`config.mk`:
```
export PLATFORM = sky130hd
export DESIGN_NAME = layer_ctrl_flat
export DESIGN_NICKNAME = d
export VERILOG_FILES = /design/src/rtl/layer_ctrl_pkg.sv /design/src/rtl/layer_ctrl_if.sv /design/src/rtl/layer_ctrl_mod_counter.sv /design/src/rtl/layer_ctrl.sv /design/src/flat_wrapper.sv
export SDC_FILE = /design/constraint.sdc
export NUM_CORES = 1
export LEC_CHECK = 0
export ABC_AREA = 1
export CAP_MARGIN = 5
export CORE_MARGIN = 5
export CORE_UTILIZATION = 35
export DETAILED_ROUTE_END_ITERATION = 10
export GPL_ROUTABILITY_DRIVEN = 0
export PLACE_DENSITY_LB_ADDON = 0.2
export SLEW_MARGIN = 20
export SYNTH_ARGS = -nofsm -noshare
export SYNTH_HDL_FRONTEND = slang
export SYNTH_SLANG_ARGS = --single-unit
```
`constraint.sdc`:
```
create_clock -name clk -period 1 [get_ports clk]
set_input_delay 0.15 -clock clk [delete_from_list [all_inputs] [get_ports clk]]
set_output_delay 0.15 -clock clk [all_outputs]
set_load 0.02 [all_outputs]
```
`src/rtl/layer_ctrl_pkg.sv`:
```
// Shared types and helpers for the fully-connected layer sequencing controller.
package layer_ctrl_pkg;

    // Controller phases: gather the input vector, walk one row of addresses,
    // let the last memory read land, latch the accumulator, present the row.
    typedef enum logic [2:0] {
        LOAD  = 3'd0,
        ADDR  = 3'd1,
        DRAIN = 3'd2,
        LATCH = 3'd3,
        OUT   = 3'd4
    } state_t;

    localparam int STALL_W = 32;

    // Address width for a memory of n entries; a single-entry memory still
    // gets a one-bit address so no port collapses to zero width.
    function automatic int addr_width(input int n);
        return (n <= 1) ? 1 : $clog2(n);
    endfunction

endpackage

```
`src/rtl/layer_ctrl_if.sv`:
```
// Control bundle between layer_ctrl and its datapath / stream neighbours.
// master: the controller side; slave: the datapath and stream side.
interface layer_ctrl_if
    import layer_ctrl_pkg::*;
#(
    parameter int M = 4,
    parameter int N = 4
);
    localparam int AW_X = addr_width(N);
    localparam int AW_W = addr_width(M * N);

    logic                s_valid;
    logic                s_ready;
    logic                m_ready;
    logic                m_valid;
    logic                m_last;
    logic                x_wr_en;
    logic [AW_X-1:0]     x_addr;
    logic [AW_W-1:0]     w_addr;
    logic                mac_clr;
    logic                mac_en;
    logic                y_load;
    logic [STALL_W-1:0]  stall_cnt;

    modport master (
        input  s_valid, m_ready,
        output s_ready, m_valid, m_last, x_wr_en, x_addr, w_addr,
               mac_clr, mac_en, y_load, stall_cnt
    );

    modport slave (
        output s_valid, m_ready,
        input  s_ready, m_valid, m_last, x_wr_en, x_addr, w_addr,
               mac_clr, mac_en, y_load, stall_cnt
    );

endinterface

```
`src/rtl/layer_ctrl_mod_counter.sv`:
```
// Modulo-MOD up counter with synchronous clear and a terminal-count flag.
module mod_counter #(
    parameter int MOD = 4,
    parameter int W   = 2
) (
    input  logic         clk,
    input  logic         reset,
    input  logic         inc,
    input  logic         clr,
    output logic [W-1:0] cnt,
    output logic         wrap
);

    localparam logic [W-1:0] LAST = W'(MOD - 1);

    assign wrap = (cnt == LAST);

    // Count up on inc, folding back to zero after the terminal value.
    always_ff @(posedge clk or posedge reset) begin
        if (reset) begin
            cnt <= '0;
        end else if (clr) begin
            cnt <= '0;
        end else if (inc) begin
            cnt <= wrap ? '0 : cnt + 1'b1;
        end
    end

endmodule

```
`src/rtl/layer_ctrl.sv`:
```
// layer_ctrl: sequencing controller for one fully-connected layer.
// Collects N inputs, then for each of M rows issues N weight/input reads,
// drives accumulator clear/enable, latches the row result and holds it on
// a valid/ready output until accepted.
// Optional build macro LAYER_CTRL_STALL_CNT_EN adds a saturating counter of
// cycles where the output is valid but not accepted; without it stall_cnt is 0.
module layer_ctrl
    import layer_ctrl_pkg::*;
#(
    parameter int M = 4,
    parameter int N = 4
) (
    input  logic         clk,
    input  logic         reset,
    layer_ctrl_if.master bus
);

    localparam int AW_X = addr_width(N);
    localparam int AW_W = addr_width(M * N);
    localparam int RW   = addr_width(M);

    state_t          state;
    state_t          state_nxt;
    logic [AW_X-1:0] k;
    logic            k_wrap;
    logic            k_inc;
    logic [RW-1:0]   row;
    logic            row_wrap;
    logic            row_inc;
    logic            row_clr;
    logic [AW_W-1:0] w_ptr;
    logic            mac_en_q;

    mod_counter #(.MOD(N), .W(AW_X)) u_k_cnt (
        .clk   (clk),
        .reset (reset),
        .inc   (k_inc),
        .clr   (1'b0),
        .cnt   (k),
        .wrap  (k_wrap)
    );

    mod_counter #(.MOD(M), .W(RW)) u_row_cnt (
        .clk   (clk),
        .reset (reset),
        .inc   (row_inc),
        .clr   (row_clr),
        .cnt   (row),
        .wrap  (row_wrap)
    );

    // State register.
    always_ff @(posedge clk or posedge reset) begin
        if (reset) begin
            state <= LOAD;
        end else begin
            state <= state_nxt;
        end
    end

    // Next state, counter steps and output decode from the current state.
    always_comb begin
        state_nxt   = state;
        k_inc       = 1'b0;
        row_inc     = 1'b0;
        row_clr     = 1'b0;
        bus.s_ready = 1'b0;
        bus.x_wr_en = 1'b0;
        bus.m_valid = 1'b0;
        bus.m_last  = 1'b0;
        bus.mac_clr = 1'b0;
        bus.y_load  = 1'b0;
        case (state)
            LOAD: begin
                bus.s_ready = 1'b1;
                bus.x_wr_en = bus.s_valid;
                if (bus.s_valid) begin
                    k_inc = 1'b1;
                    if (k_wrap) begin
                        row_clr   = 1'b1;
                        state_nxt = ADDR;
                    end
                end
            end
            ADDR: begin
                bus.mac_clr = (k == '0);
                k_inc       = 1'b1;
                if (k_wrap) begin
                    state_nxt = DRAIN;
                end
            end
            DRAIN: begin
                state_nxt = LATCH;
            end
            LATCH: begin
                bus.y_load = 1'b1;
                state_nxt  = OUT;
            end
            OUT: begin
                bus.m_valid = 1'b1;
                bus.m_last  = row_wrap;
                if (bus.m_ready) begin
                    row_inc   = 1'b1;
                    state_nxt = row_wrap ? LOAD : ADDR;
                end
            end
            default: begin
                state_nxt = LOAD;
            end
        endcase
    end

    // Weight pointer tracks row*N+k: restarts while loading, steps each ADDR cycle.
    always_ff @(posedge clk or posedge reset) begin
        if (reset) begin
            w_ptr <= '0;
        end else if (state == LOAD) begin
            w_ptr <= '0;
        end else if (state == ADDR) begin
            w_ptr <= w_ptr + 1'b1;
        end
    end

    // Accumulate one cycle after each address, matching the one-cycle memory read.
    always_ff @(posedge clk or posedge reset) begin
        if (reset) begin
            mac_en_q <= 1'b0;
        end else begin
            mac_en_q <= (state == ADDR);
        end
    end

    assign bus.x_addr = k;
    assign bus.w_addr = w_ptr;
    assign bus.mac_en = mac_en_q;

`ifdef LAYER_CTRL_STALL_CNT_EN
    logic [STALL_W-1:0] stall_q;

    // Count cycles where a valid result waits on downstream, saturating.
    always_ff @(posedge clk or posedge reset) begin
        if (reset) begin
            stall_q <= '0;
        end else if ((state == OUT) && !bus.m_ready && (stall_q != '1)) begin
            stall_q <= stall_q + 1'b1;
        end
    end

    assign bus.stall_cnt = stall_q;
`else
    assign bus.stall_cnt = '0;
`endif

endmodule

```
`src/flat_wrapper.sv`:
```
// flat-port wrapper written by rule: the top's interface ports become plain ports
module layer_ctrl_flat import layer_ctrl_pkg::*;
#(
    parameter int M = 4,
    parameter int N = 4
)
  (clk, reset, bus_s_valid, bus_m_ready, bus_s_ready, bus_m_valid, bus_m_last, bus_x_wr_en, bus_x_addr, bus_w_addr, bus_mac_clr, bus_mac_en, bus_y_load, bus_stall_cnt);
  layer_ctrl_if #(.M(M), .N(N)) bus_i ();
  input  logic clk;
  input  logic reset;
  input wire logic [$bits(bus_i.s_valid)-1:0] bus_s_valid;
  input wire logic [$bits(bus_i.m_ready)-1:0] bus_m_ready;
  output wire logic [$bits(bus_i.s_ready)-1:0] bus_s_ready;
  output wire logic [$bits(bus_i.m_valid)-1:0] bus_m_valid;
  output wire logic [$bits(bus_i.m_last)-1:0] bus_m_last;
  output wire logic [$bits(bus_i.x_wr_en)-1:0] bus_x_wr_en;
  output wire logic [$bits(bus_i.x_addr)-1:0] bus_x_addr;
  output wire logic [$bits(bus_i.w_addr)-1:0] bus_w_addr;
  output wire logic [$bits(bus_i.mac_clr)-1:0] bus_mac_clr;
  output wire logic [$bits(bus_i.mac_en)-1:0] bus_mac_en;
  output wire logic [$bits(bus_i.y_load)-1:0] bus_y_load;
  output wire logic [$bits(bus_i.stall_cnt)-1:0] bus_stall_cnt;
  assign bus_i.s_valid = bus_s_valid;
  assign bus_i.m_ready = bus_m_ready;
  assign bus_s_ready = bus_i.s_ready;
  assign bus_m_valid = bus_i.m_valid;
  assign bus_m_last = bus_i.m_last;
  assign bus_x_wr_en = bus_i.x_wr_en;
  assign bus_x_addr = bus_i.x_addr;
  assign bus_w_addr = bus_i.w_addr;
  assign bus_mac_clr = bus_i.mac_clr;
  assign bus_mac_en = bus_i.mac_en;
  assign bus_y_load = bus_i.y_load;
  assign bus_stall_cnt = bus_i.stall_cnt;
  layer_ctrl #(.M(M), .N(N)) u_core (.clk(clk), .reset(reset), .bus(bus_i));
endmodule
```
==> reports/metrics.json, run 1 <==
{
  "worst_path_max_fanout": {"value": 3},
  "detailed_place_hpwl": {"value": 1.54, "unit": "mm"},
  "critical_path.max_stage_delay": {"value": 0.45, "unit": "ns"},
  "maxCapViolations": {"value": 0},
  "post_synth_most_frequent_cells": {"value": "sky130_fd_sc_hd__buf_4, sky130_fd_sc_hd__nand2_1, sky130_fd_sc_hd__dfrtp_1, sky130_fd_sc_hd__inv_1, sky130_fd_sc_hd__nand3_1"},
  "post_synth_inst_count": {"value": 115},
  "clock_tree.buffer_depth": {"value": 2},
  "layout-area-overhead-vs-synth": {"value": 58.8, "unit": "%"},
  "leakage": {"value": 0.000751, "unit": "uW"},
  "cells_traversed_along_the_worst_timing_path": {"value": "inv_2, nand2_4, nor2_4, inv_2, nor2_4, buf_6"},
  "outcome": {"value": "finished with violations"},
  "layout.nets": {"value": 173},
  "insertedDiodeCount": {"value": 0},
  "worstSetupEndpointType": {"value": "output port"},
  "final_antenna_net_count": {"value": 0},
  "max_freq": {"value": 733, "unit": "MHz"},
  "cp.required": {"value": 0.85, "unit": "ns"},
  "failed_checks": {"value": "setup timing"},
  "cts_made_buffers": {"value": 3},
  "final_area": {"value": 0.00145, "unit": "mm^2"},
  "drt-pass1-iter-count": {"value": 4},
  "path_clk_slew": {"value": 0.09, "unit": "ns"},
  "worstSetupStartpointType": {"value": "flop"},
  "netlist_top_cells_area": {"value": "sky130_fd_sc_hd__dfrtp_1, sky130_fd_sc_hd__buf_4, sky130_fd_sc_hd__nand2_1"},
  "timing.final.setup_violations": {"value": 20},
  "vias_per_cell": {"value": 4.28},
  "drive_above_1_share": {"value": 56.1, "unit": "%"},
  "ys_seq_elements": {"value": 12},
  "dr_total_vias": {"value": 830},
  "drt_iter0_drc": {"value": 4},
  "finalMaxSlewViolations": {"value": 0},
  "power_density": {"value": 2940, "unit": "mW/mm^2"},
  "portBuffers": {"value": 16},
  "grt_pass1_wl": {"value": 3.19, "unit": "mm"},
  "final.hold.worst_slack": {"value": 0.167, "unit": "ns"},
  "grtUsageTotal": {"value": 11.4, "unit": "%"},
  "min_path_type": {"value": "in2async"},
  "worst-endpoint-arrival": {"value": 1.21, "unit": "ns"},
  "cts_tree": {"value": "built"},
  "worst_setup_slack_final": {"value": -0.364, "unit": "ns"},
  "row_count": {"value": 18},
  "die_width": {"value": 61.1, "unit": "um"},
  "synthFlopType": {"value": "sky130_fd_sc_hd__dfrtp_1"},
  "cts_htree_levels": {"value": 1},
  "timing.clock.skew": {"value": 0.00576, "unit": "ns"},
  "period_share": {"value": 136, "unit": "%"},
  "post_synth.cell_area_avg": {"value": 7.95, "unit": "um^2"},
  "cts.root.buffer_cell": {"value": "sky130_fd_sc_hd__clkbuf_4"},
  "worst_path_max_delay_cell": {"value": "sky130_fd_sc_hd__dfrtp_2"},
  "irDropWorstVdd": {"value": 1.78, "unit": "mV"},
  "grt_start_max_net_pins": {"value": 13},
  "worst_r2r_path_depth": {"value": 7},
  "clock_latency": {"value": 0.28, "unit": "ns"},
  "post_synthesis_sequential_area_ratio": {"value": 32.8, "unit": "%"},
  "netlist-cell-type-count": {"value": 19},
  "initial_antenna_violation_count": {"value": 0},
  "coreArea": {"value": 0.00250, "unit": "mm^2"},
  "ys_async_sr_fraction": {"value": 100, "unit": "%"},
  "yosysWarningCount": {"value": 0},
  "routed_wire_length_per_instance": {"value": 10.5, "unit": "um"},
  "report.final.hold_viol_count": {"value": 0},
  "global_route_congestion_overflow_total": {"value": 0},
  "fin_util": {"value": 58.1, "unit": "%"},
  "layout_min_cycle_time": {"value": 1.36, "unit": "ns"},
  "first_global_vias": {"value": 785},
  "numPlacedInstances": {"value": 183},
  "synthDominantCellAreaShare": {"value": 32.8, "unit": "%"},
  "drc": {"value": 0},
  "effective_utilization_at_floorplan": {"value": 36.6, "unit": "%"},
  "die-height": {"value": 61.1, "unit": "um"},
  "wirelength": {"value": 2.03, "unit": "mm"},
  "synth_enable_flop_cells": {"value": 0},
  "syn_area": {"value": 915, "unit": "um^2"},
  "clk_sink_count": {"value": 12},
  "layoutNonFillerInstCount": {"value": 194},
  "synthMostInstantiatedCell": {"value": "sky130_fd_sc_hd__buf_4"},
  "rsz0062_at_grt": {"value": "true"},
  "finalPower": {"value": 4270, "unit": "uW"},
  "synth.largest_area_cell": {"value": "sky130_fd_sc_hd__dfrtp_1"},
  "io-pin-count": {"value": 49},
  "worstSetupPathType": {"value": "reg2out"},
  "instance_area_at_placement": {"value": 0.00120, "unit": "mm^2"},
  "overall_die_area": {"value": 0.00374, "unit": "mm^2"}
}
-- power breakdown --
group / leakage (uW) / internal, uW / total [uW] / switching, uW
Clock: 0.0000210 / 221 / 404 / 183
Combinational: 0.000583 / 1530 / 2990 / 1460
Sequential: 0.000147 / 698 / 881 / 183
Total: 0.000751 / 2450 / 4270 / 1830
-- through the flow --
stage / worst slack (ns) / setup TNS (ns)
2_1_floorplan: -0.120 / -0.456
3_3_place_gp: -0.540 / -5.27
3_5_place_dp: -0.555 / -5.49
4_1_cts: -0.363 / -4.04
5_1_grt: -0.426 / -4.85
6_report: -0.364 / -3.85
-- metal layers --
| layer | wire [um] | GRT usage (%) |
|---|---|---|
| met5 | 0 | 0 |
| met1 | 735 | 13.5 |
| met4 | 40 | 4.64 |
| met3 | 200 | 1.89 |
| met2 | 1050 | 20.2 |
-- what timing repair did --
item / in CTS / in global routing
endpoints found under the hold margin: 0 / 0
hold buffers: 0 / 0
resized for setup: 105 / 19
setup buffers: 6 / 6
pin swaps: 17 / 10
endpoints found under the setup margin: 24 / 23
-- registers in the layout, indices dropped and copies added (netlist names) --
register	count
u_core.bus.mac_en	1
u_core.bus.w_addr	4
u_core.state	3
u_core.u_k_cnt.cnt	2
u_core.u_row_cnt.cnt	2
-- critical path, delay by kind of cell (launching register included) --
family	cells	cell delay, ns
AND/OR/NAND/NOR	3	0.22
buffers and inverters	3	0.25
flip-flops	1	0.45
-- area by class of cell --
cell class	instances	area, um^2
Clock buffer	4	36.3
Fill cell	226	1050
Inverter	15	63.8
Multi-Input combinational cell	87	563
Sequential cell	12	309
Tap cell	30	37.5
Timing Repair Buffer	46	443
-- cells in the final DEF, fill, tap and decap left out, types with 2 or more instances in the layout --
cell / count
sky130_fd_sc_hd__buf_2: 2
sky130_fd_sc_hd__buf_4: 18
sky130_fd_sc_hd__buf_6: 22
sky130_fd_sc_hd__clkbuf_4: 3
sky130_fd_sc_hd__clkdlybuf4s50_1: 3
sky130_fd_sc_hd__conb_1: 32
sky130_fd_sc_hd__dfrtp_1: 5
sky130_fd_sc_hd__dfrtp_2: 7
sky130_fd_sc_hd__ha_1: 2
sky130_fd_sc_hd__ha_4: 2
sky130_fd_sc_hd__inv_1: 4
sky130_fd_sc_hd__inv_2: 9
sky130_fd_sc_hd__nand2_1: 11
sky130_fd_sc_hd__nand2_2: 4
sky130_fd_sc_hd__nand2_4: 2
sky130_fd_sc_hd__nand3_1: 3
sky130_fd_sc_hd__nand3_2: 5
sky130_fd_sc_hd__nand4_1: 3
sky130_fd_sc_hd__nor2_1: 4
sky130_fd_sc_hd__nor2_4: 8
sky130_fd_sc_hd__o21ai_1: 3
sky130_fd_sc_hd__o21ai_2: 2
-- cell families (layout without fill, tap and decap cells) --
kind of cell             after synthesis  count (layout)  synth area share, %
other                                  1              32                0.410
AO/OA/AOI/OAI                          8               8                 4.79
AND/OR/NAND/NOR                       43              43                 24.1
flip-flops                            12              12                 32.8
buffers and inverters                 47              65                 32.4
adder cells (fa/ha/maj)                4               4                 5.47
-- final timing paths --
check	startpoint	slack, ns	end
worst max-delay path	u_core.state[2]	-0.36	bus_x_wr_en
worst min-delay path	reset	0.17	u_core.state[2]
worst max register to register	u_core.state[1]	-0.23	u_core.u_row_cnt.cnt[0]
worst min register to register	u_core.u_row_cnt.cnt[1]	0.54	u_core.u_row_cnt.cnt[1]
max in group asynchronous	reset	0.70	u_core.u_k_cnt.cnt[0]
min in group clk	u_core.u_row_cnt.cnt[1]	0.54	u_core.u_row_cnt.cnt[1]
Note: power is estimated with default switching activity, not from simulation.
==> run 2, diff against run 1 <==
MAX_ROUTING_LAYER = met4   (was unset)
==> reports/metrics.json, run 2 (synthesis gave the netlist of run 1 again) <==
{
  "detailed_place_hpwl": {"value": 1.54, "unit": "mm", "change": "unchanged"},
  "regToRegEndpoint": {"value": "u_core.u_row_cnt.cnt[0]"},
  "power_density": {"value": 2940, "unit": "mW/mm^2", "change": "-0.19%"},
  "initial_antenna_violation_count": {"value": 0, "change": "unchanged"},
  "portBuffers": {"value": 16, "change": "unchanged"},
  "layout-area-overhead-vs-synth": {"value": 58.8, "unit": "%", "change": "unchanged"},
  "finalMaxSlewViolations": {"value": 0, "change": "unchanged"},
  "timing.final.setup_violations": {"value": 20, "change": "unchanged"},
  "effective_utilization_at_floorplan": {"value": 36.6, "unit": "%", "change": "unchanged"},
  "worstSetupStartpoint": {"value": "u_core.state[2]"},
  "grtUsageTotal": {"value": 11.7, "unit": "%", "change": "+0.36 points"},
  "cts.root.buffer_cell": {"value": "sky130_fd_sc_hd__clkbuf_4"},
  "layout_commonest_cell": {"value": "sky130_fd_sc_hd__conb_1"},
  "overall_die_area": {"value": 0.00374, "unit": "mm^2", "change": "unchanged"},
  "largest_reg_flops": {"value": 4, "change": "unchanged"},
  "routed_wire_length_per_instance": {"value": 10.4, "unit": "um", "change": "-0.49%"},
  "clock_power_share": {"value": 9.3, "unit": "%", "change": "-0.2 points"},
  "pre_cts_ws": {"value": -0.555, "unit": "ns", "change": "unchanged"},
  "cts_tree": {"value": "built"},
  "cells_traversed_along_the_worst_timing_path": {"value": "inv_2, nand2_4, nor2_4, inv_2, nor2_4, buf_6"},
  "path_clk_slew": {"value": 0.08, "unit": "ns", "change": "about the same"},
  "worst_path_max_delay_cell": {"value": "sky130_fd_sc_hd__dfrtp_2"},
  "worst_setup_slack_final": {"value": -0.357, "unit": "ns", "change": "+0.00683 ns"},
  "global_route_congestion_overflow_total": {"value": 0, "change": "unchanged"},
  "clock_latency": {"value": 0.27, "unit": "ns", "change": "about the same"},
  "leakage": {"value": 0.000751, "unit": "uW", "change": "unchanged"},
  "clock_tree.buffer_depth": {"value": 2, "change": "unchanged"},
  "outcome": {"value": "finished with violations"},
  "drt-pass1-iter-count": {"value": 4, "change": "unchanged"},
  "worst_path_dominant_cell_family": {"value": "flip-flops"},
  "irDropWorstVdd": {"value": 1.78, "unit": "mV", "change": "about the same"},
  "drive_above_1_share": {"value": 56.1, "unit": "%", "change": "unchanged"},
  "worstSetupEndpointType": {"value": "output port"},
  "worst_path_max_fanout": {"value": 3, "change": "unchanged"},
  "seq_power_share": {"value": 20.6, "unit": "%", "change": "about the same"},
  "worstSetupStartpointType": {"value": "flop"},
  "worst_r2r_path_depth": {"value": 7, "change": "unchanged"},
  "clk_sink_count": {"value": 12, "change": "unchanged"},
  "grt_start_max_net_pins": {"value": 13, "change": "unchanged"},
  "grt_pass1_wl": {"value": 3.19, "unit": "mm", "change": "unchanged"},
  "switching_share": {"value": 42.7, "unit": "%", "change": "-0.11 points"},
  "cts_made_buffers": {"value": 3, "change": "unchanged"},
  "cts_htree_levels": {"value": 1, "change": "unchanged"},
  "layout.nets": {"value": 173, "change": "unchanged"},
  "layout_min_cycle_time": {"value": 1.36, "unit": "ns", "change": "-0.00683 ns"},
  "coreArea": {"value": 0.00250, "unit": "mm^2", "change": "unchanged"},
  "die-height": {"value": 61.1, "unit": "um", "change": "unchanged"},
  "critical_path.max_stage_delay": {"value": 0.45, "unit": "ns", "change": "about the same"},
  "p_sw": {"value": 1820, "unit": "uW", "change": "-0.44%"},
  "drc": {"value": 0, "change": "unchanged"},
  "layoutNonFillerInstCount": {"value": 194, "change": "unchanged"},
  "timing.reg2reg.setup_slack": {"value": -0.22, "unit": "ns", "change": "about the same"},
  "cp.required": {"value": 0.85, "unit": "ns", "change": "about the same"},
  "period_share": {"value": 136, "unit": "%", "change": "-0.68 points"},
  "finalPower": {"value": 4270, "unit": "uW", "change": "-0.19%"},
  "insertedDiodeCount": {"value": 0, "change": "unchanged"},
  "maxCapViolations": {"value": 0, "change": "unchanged"},
  "worst-endpoint-arrival": {"value": 1.21, "unit": "ns", "change": "about the same"},
  "io-pin-count": {"value": 49, "change": "unchanged"},
  "r2r_start": {"value": "u_core.state[1]"},
  "vias_per_cell": {"value": 4.26, "change": "-0.36%"},
  "report.final.hold_viol_count": {"value": 0, "change": "unchanged"},
  "numPlacedInstances": {"value": 183, "change": "unchanged"},
  "min_path_type": {"value": "in2async"},
  "wirelength": {"value": 2.02, "unit": "mm", "change": "-0.49%"},
  "max_freq": {"value": 737, "unit": "MHz", "change": "+0.50%"},
  "dr_total_vias": {"value": 827, "change": "-0.36%"},
  "p_int": {"value": 2450, "unit": "uW", "change": "about the same"},
  "rsz0062_at_grt": {"value": "true"},
  "final_antenna_net_count": {"value": 0, "change": "unchanged"},
  "critPathBufInv": {"value": 3, "change": "unchanged"},
  "failed_checks": {"value": "setup timing"},
  "final_cell_mix": {"value": "sky130_fd_sc_hd__conb_1, sky130_fd_sc_hd__buf_6, sky130_fd_sc_hd__buf_4"},
  "timing.clock.skew": {"value": 0.00124, "unit": "ns", "change": "-0.00452 ns"},
  "row_count": {"value": 18, "change": "unchanged"},
  "die_width": {"value": 61.1, "unit": "um", "change": "unchanged"},
  "worstSetupPathType": {"value": "reg2out"},
  "drt_iter0_drc": {"value": 4, "change": "unchanged"},
  "first_global_vias": {"value": 784, "change": "-0.13%"},
  "combinationalPowerShare": {"value": 70.0, "unit": "%", "change": "about the same"}
}
run 2: cell counts in the layout (fill, tap and decap cells not counted):
No cell type changed its count.
run 2: power groups by stage:
| stage | combinational, uW | sequential (uW) | clock (uW) |
|---|---|---|---|
| final | 2990 | 881 | 398 |
| after global routing | 3280 | 905 | 441 |
| after CTS | 2710 | 875 | 416 |
| after detailed placement | 2220 | 855 | 0 |
| after global placement | 2190 | 844 | 0 |
| after floorplan | 1130 | 1030 | 0 |
run 2: final cells by class:
type                    instances  area, um^2
clock buffers                   4        36.3
fillers                       226        1050
inverters                      15        63.8
multi-input cells              87         563
flip-flops and latches         12         309
well taps                      30        37.5
repair buffers                 46         443
run 2: timing repair:
item,in CTS,in global routing
buffers inserted,6,6
gates cloned,0,0
hold buffers,0,0
setup endpoints to repair,24,23
hold endpoints to repair,0,0
pin swaps,17,10
gates resized for setup,105,19
run 2: worst reg2reg max path: cells and delay by family (launching register included):
family	cells	cell delay (ns)
buffers and inverters	2	0.19
flip-flops	1	0.47
AND/OR/NAND/NOR	5	0.47
run 2: how the worst max path moves through the flow:
| stage | end | cells past startpoint |
|---|---|---|
| after floorplan | bus_x_wr_en | 5 |
| after global placement | bus_x_wr_en | 4 |
| after detailed placement | bus_x_wr_en | 6 |
| after CTS | bus_x_wr_en | 6 |
| after global routing | bus_x_wr_en | 6 |
| final | bus_x_wr_en | 6 |
run 2: stage by stage:
| step | utilization, % | hold slack (ns) | area, um^2 | TNS, ns |
|---|---|---|---|---|
| after floorplan | - | 0.0144 | 1060 | -0.456 |
| after global placement | 48.1 | 0.471 | 1200 | -5.27 |
| after detailed placement | 48.1 | 0.478 | 1200 | -5.49 |
| after CTS | 55.4 | 0.172 | 1380 | -4.04 |
| after global routing | 58.1 | 0.192 | 1450 | -4.85 |
| final | 58.1 | 0.173 | 1450 | -3.75 |
run 2: routing by layer:
metal | wire length, um | share of wire, % | vias to the layer above | track usage (%)
met3 | 182 | 9.0 | 5 | 1.89
met4 | 39 | 1.9 | 0 | 4.64
met1 | 748 | 37 | 385 | 13.5
met2 | 1050 | 52 | 37 | 20.2
li1 | - | - | 400 | -
met5 | 0 | 0 | - | -
